==> src/rtl/mem_access_align.sv <==
// MEM-stage load/store unit: byte-lane store formatting, load extraction/extension,
// and a req/ack data-memory handshake with optional wait-cycle timeout.
module mem_access_align #(
    parameter int unsigned WAIT_LIMIT = 0,
    parameter int unsigned CNT_W      = 8
) (
    input  logic        clk,
    input  logic        reset,
    input  logic        req_valid,
    output logic        req_ready,
    input  logic        req_write,
    input  logic [1:0]  req_size,
    input  logic        req_unsigned,
    input  logic [31:0] req_addr,
    input  logic [31:0] req_wdata,
    output logic        mem_req,
    output logic        mem_we,
    output logic [31:0] mem_addr,
    output logic [3:0]  mem_be,
    output logic [31:0] mem_wdata,
    input  logic        mem_ack,
    input  logic [31:0] mem_rdata,
    output logic        rsp_valid,
    output logic [31:0] rsp_rdata,
    output logic        rsp_misaligned,
    output logic        rsp_timeout,
    output logic        stall
);

    typedef enum logic [1:0] {
        IDLE   = 2'd0,
        ACCESS = 2'd1,
        RESP   = 2'd2
    } state_t;

    state_t             state_q, state_d;
    logic               write_q, write_d;
    logic [1:0]         size_q, size_d;
    logic               unsigned_q, unsigned_d;
    logic [31:0]        addr_q, addr_d;
    logic [31:0]        wdata_q, wdata_d;
    logic [CNT_W-1:0]   cnt_q, cnt_d;
    logic [31:0]        rsp_rdata_q, rsp_rdata_d;
    logic               rsp_mis_q, rsp_mis_d;
    logic               rsp_to_q, rsp_to_d;

    logic               in_access;
    logic               req_misaligned;
    logic               timeout_hit;
    logic [3:0]         be_fmt;
    logic [31:0]        wdata_fmt;
    logic [31:0]        rdata_shift;
    logic [31:0]        load_ext;

    assign in_access = (state_q == ACCESS);

    assign req_misaligned = (req_size == 2'b11) ||
                            (req_size == 2'b01 && req_addr[0]) ||
                            (req_size == 2'b10 && req_addr[1:0] != 2'b00);

    // The final counted ACCESS cycle is index WAIT_LIMIT-1; an ack in that cycle still wins.
    assign timeout_hit = (WAIT_LIMIT != 0) && (cnt_q == CNT_W'(WAIT_LIMIT - 1));

    always_comb begin
        be_fmt    = 4'b1111;
        wdata_fmt = wdata_q;
        case (size_q)
            2'b00: begin
                be_fmt    = 4'b0001 << addr_q[1:0];
                wdata_fmt = {4{wdata_q[7:0]}};
            end
            2'b01: begin
                be_fmt    = 4'b0011 << addr_q[1:0];
                wdata_fmt = {2{wdata_q[15:0]}};
            end
            default: begin
                be_fmt    = 4'b1111;
                wdata_fmt = wdata_q;
            end
        endcase
    end

    assign rdata_shift = mem_rdata >> {addr_q[1:0], 3'b000};

    always_comb begin
        load_ext = rdata_shift;
        case (size_q)
            2'b00:   load_ext = unsigned_q ? {24'h0, rdata_shift[7:0]}
                                           : {{24{rdata_shift[7]}}, rdata_shift[7:0]};
            2'b01:   load_ext = unsigned_q ? {16'h0, rdata_shift[15:0]}
                                           : {{16{rdata_shift[15]}}, rdata_shift[15:0]};
            default: load_ext = mem_rdata;
        endcase
    end

    // Response flags are loaded only on the transition into RESP and read as zero otherwise.
    always_comb begin
        state_d     = state_q;
        write_d     = write_q;
        size_d      = size_q;
        unsigned_d  = unsigned_q;
        addr_d      = addr_q;
        wdata_d     = wdata_q;
        cnt_d       = cnt_q;
        rsp_rdata_d = 32'h0;
        rsp_mis_d   = 1'b0;
        rsp_to_d    = 1'b0;
        case (state_q)
            IDLE: begin
                if (req_valid) begin
                    write_d    = req_write;
                    size_d     = req_size;
                    unsigned_d = req_unsigned;
                    addr_d     = req_addr;
                    wdata_d    = req_wdata;
                    cnt_d      = '0;
                    if (req_misaligned) begin
                        state_d   = RESP;
                        rsp_mis_d = 1'b1;
                    end else begin
                        state_d = ACCESS;
                    end
                end
            end
            ACCESS: begin
                if (mem_ack) begin
                    state_d     = RESP;
                    rsp_rdata_d = write_q ? 32'h0 : load_ext;
                end else if (timeout_hit) begin
                    state_d  = RESP;
                    rsp_to_d = 1'b1;
                end else begin
                    cnt_d = cnt_q + CNT_W'(1);
                end
            end
            RESP:    state_d = IDLE;
            default: state_d = IDLE;
        endcase
    end

    always_ff @(posedge clk or posedge reset) begin
        if (reset) begin
            state_q     <= IDLE;
            write_q     <= 1'b0;
            size_q      <= 2'b00;
            unsigned_q  <= 1'b0;
            addr_q      <= 32'h0;
            wdata_q     <= 32'h0;
            cnt_q       <= '0;
            rsp_rdata_q <= 32'h0;
            rsp_mis_q   <= 1'b0;
            rsp_to_q    <= 1'b0;
        end else begin
            state_q     <= state_d;
            write_q     <= write_d;
            size_q      <= size_d;
            unsigned_q  <= unsigned_d;
            addr_q      <= addr_d;
            wdata_q     <= wdata_d;
            cnt_q       <= cnt_d;
            rsp_rdata_q <= rsp_rdata_d;
            rsp_mis_q   <= rsp_mis_d;
            rsp_to_q    <= rsp_to_d;
        end
    end

    assign req_ready      = (state_q == IDLE);
    assign stall          = (state_q != IDLE);
    assign mem_req        = in_access;
    assign mem_we         = in_access & write_q;
    assign mem_addr       = in_access ? {addr_q[31:2], 2'b00} : 32'h0;
    assign mem_be         = in_access ? be_fmt : 4'b0000;
    assign mem_wdata      = (in_access & write_q) ? wdata_fmt : 32'h0;
    assign rsp_valid      = (state_q == RESP);
    assign rsp_rdata      = rsp_rdata_q;
    assign rsp_misaligned = rsp_mis_q;
    assign rsp_timeout    = rsp_to_q;

endmodule
==> config.mk <==
export PLATFORM = sky130hd
export DESIGN_NAME = mem_access_align
export DESIGN_NICKNAME = d
export VERILOG_FILES = /design/src/rtl/mem_access_align.sv
export SDC_FILE = /design/constraint.sdc
export NUM_CORES = 1
export LEC_CHECK = 0
export ABC_AREA = 1
export CAP_MARGIN = 20
export CORE_MARGIN = 2
export CORE_UTILIZATION = 39
export CTS_CLUSTER_DIAMETER = 200
export DETAILED_ROUTE_END_ITERATION = 16
export PLACE_DENSITY = 0.84
export REMOVE_ABC_BUFFERS = 1
export SYNTH_ARGS = -nofsm -noshare
export SYNTH_HDL_FRONTEND = slang
export SYNTH_SLANG_ARGS = --single-unit
export TNS_END_PERCENT = 10
==> constraint.sdc <==
create_clock -name clk -period 3.37 [get_ports clk]
set_clock_uncertainty 0.1 [all_clocks]
set_input_delay 0.5055 -clock clk [delete_from_list [all_inputs] [get_ports clk]]
set_output_delay 0.5055 -clock clk [all_outputs]
set_load 0.1 [all_outputs]
==> flow_summary.yaml, run 1 <==
floorplanning:
  dieArea_sq_um: 13900
  fp.dieW_microns: 118
  start_util_pct: 40.0
  core_sq_um: 12600
  rows: 41
  pin_count: 211
  die_h_microns: 118
outcome:
  status: "finished, final reports clean"
cts:
  cts_resized: 0
  clk_latency_ns: 0.35
  post_cts_buffers: 0
  cts_buffers: 9
  clkTransAtPathRegs_ns: 0.07
  cts_tree: "done"
  postCtsHoldBufs: 0
  htreeDepth: 3
  cts_buffer_depth: 2
  clockRootBuffer: "clkbuf_16"
  cts.sinks: 103
worst_setup_path:
  crit_path_top_delay_cell: "dfrtp_1"
  end_kind: "primary output"
  crit_family: "buffers and inverters"
  crit_chain: "nor2_2 -> inv_1 -> o22ai_1 -> nor3_1 -> buf_12"
  path_buf_inv: 2
  cp.required_ns: 2.76
  regToRegEndpoint: "rsp_rdata[0]"
  crit_type: "flop to primary output"
  critPathMaxFanout: 14
  crit_path_max_incr_delay_ns: 0.67
  critical_path_arrival_ns: 2.39
  reg2reg_from: "state_q[0]"
  r2r_slack_ns: 1.14
  startpoint_type: "flop"
  r2r_cells: 7
flow_run:
  cap_viol_max_count: 0
power_and_ir_drop:
  ir_drop_v: 0.000444
  p_leak_nw: 3.85
  power_mw: 5.70
  power.density_nw_per_um2: 726
timing:
  setup_viol_count_final: 0
  min_period_ns: 3.00
  relSlewSlack_pct: 32.8
  fin_crit_sh_pct: 89.0
  fin_hold_ws_ns: 0.380
  worst_pin_slew_ns: 1.01
  hold_viol: 0
  slew_violations: 0
  fmax_mhz: 334
  rsz0062_at_grt: "false"
detailed_routing:
  drcViolationCount: 0
  wl_microns: 14900
  drtIter0Drc: 256
  route.antenna.remaining_nets: 0
  vias: 4873
  vias_per_cell: 4.85
  wl_per_cell_microns: 14.9
  firstDrtPassIters: 4
cells_and_area:
  regArea_sq_um: 2580
  final_cell_mix: "nor2_1 (140), clkdlybuf4s50_1 (137), dfrtp_1 (103)"
  antenna_cells: 0
  layout-drive-gt1-share_pct: 18.0
  final_common_cell: "nor2_1"
  synthToLayoutAreaGrowth_pct: 55.7
  fillers: 1119
  multiInputGateArea_sq_um: 1990
  fin_nets: 931
grt:
  track_usage_pct: 21.9
  antenna_found_initial: 0
  grt_pass1_wl_microns: 24300
  gr-total-overflow: 0
  grt_pass1_vias: 4826
  grt_max_degree: 48
logic_synthesis:
  syn_area_per_cell_sq_um: 7.98
  ys_ff_latch: 103
  synth_cells: 632
  ys_seq_area_share_pct: 51.1
  syn_area_sq_um: 5050
  ys_types: 27
  yosys_warnings: 0
placed_design:
  hpwlAfterDp_microns: 11000
  port_buffers: 207
  place.gp.congestion: 0.894
hold_path:
  hp-class: "primary input to asynchronous set/reset pin"
==> synth_stat cells, drive strengths merged <==
cell type    n  area share [%]
nor2       144              11
dfrtp      103              51
nand2      100             8.1
inv         82             6.1
a21oi       77             7.6
o21ai       29             2.9
mux2        24             5.4
nand3       24             2.7
buf         18             2.3
clkbuf      17             1.3
o22ai        9             1.1
nor3         2            0.20
a31oi        1            0.12
clkinv       1           0.074
conb         1           0.074
==> layer usage <==
metal  wire [microns]  vias to the layer above  global-route usage, %
met2             7620                      183                   38.1
li1                 -                     2363                      -
met1             5910                     2305                   26.0
met5                0                        -                      0
met4              319                        0                   7.91
met3             1070                       22                   5.91
==> power by group <==
| part | internal (mW) | switching [mW] | total [mW] |
|---|---|---|---|
| Clock | 0.671 | 0.454 | 1.13 |
| Sequential | 1.52 | 0.184 | 1.70 |
| Combinational | 0.842 | 2.03 | 2.87 |
| Total | 3.03 | 2.67 | 5.70 |
==> registers in the layout, indices dropped and copies added, names as in the netlist <==
register	count
write_q	1
unsigned_q	1
wdata_q	32
size_q	2
rsp_rdata	32
addr_q	32
rsp_misaligned	1
state_q	2
==> per-stage QoR <==
stage | utilization [%] | instance area (sq um) | instances | TNS [ns] | setup slack (ns)
after global routing | 62.3 | 7860 | 1004 | 0 | 0.224
after floorplan | - | 4870 | 599 | -115.81 | -1.54
after CTS | 62.3 | 7860 | 1004 | 0 | 0.407
after global placement | 59.7 | 7530 | 988 | 0 | 0.855
after detailed placement | 59.7 | 7530 | 988 | 0 | 0.814
final | 62.3 | 7860 | 1004 | 0 | 0.372
==> how the worst max path moves through the flow <==
stage,start,to,depth (start not counted)
after CTS,size_q[1],mem_wdata[31],5
final,size_q[1],mem_wdata[31],5
after floorplan,state_q[0],wdata_q[22],3
after detailed placement,size_q[1],mem_wdata[31],5
after global routing,size_q[1],mem_wdata[15],5
after global placement,size_q[1],mem_wdata[31],5
==> logic make-up (layout without fill, tap and decap cells) <==
group           count (synthesis)  count (layout)  share of synthesized area [%]
compound gates                116             116                           11.8
buf+inv                       118             316                           9.72
simple gates                  270             270                           22.0
flops                         103             103                           51.1
other cells                     1               3                         0.0743
mux                            24              24                           5.36
==> layout make-up <==
cell class / count / share of cell area, %
clock buffers: 11 / 3.09
clock inverters: 5 / 1.03
inverters: 83 / 4.00
multi-input cells: 413 / 25.4
flip-flops and latches: 103 / 32.8
well taps: 172 / 2.74
repair buffers: 217 / 31.0
(Power assumes the default switching activity.)
==> inputs of run 2 (changes only) <==
SKIP_CTS_REPAIR_TIMING = 1   (was default)
==> results of run 2 <==
Final layout, timing and power as in run 1 (identical DEF).
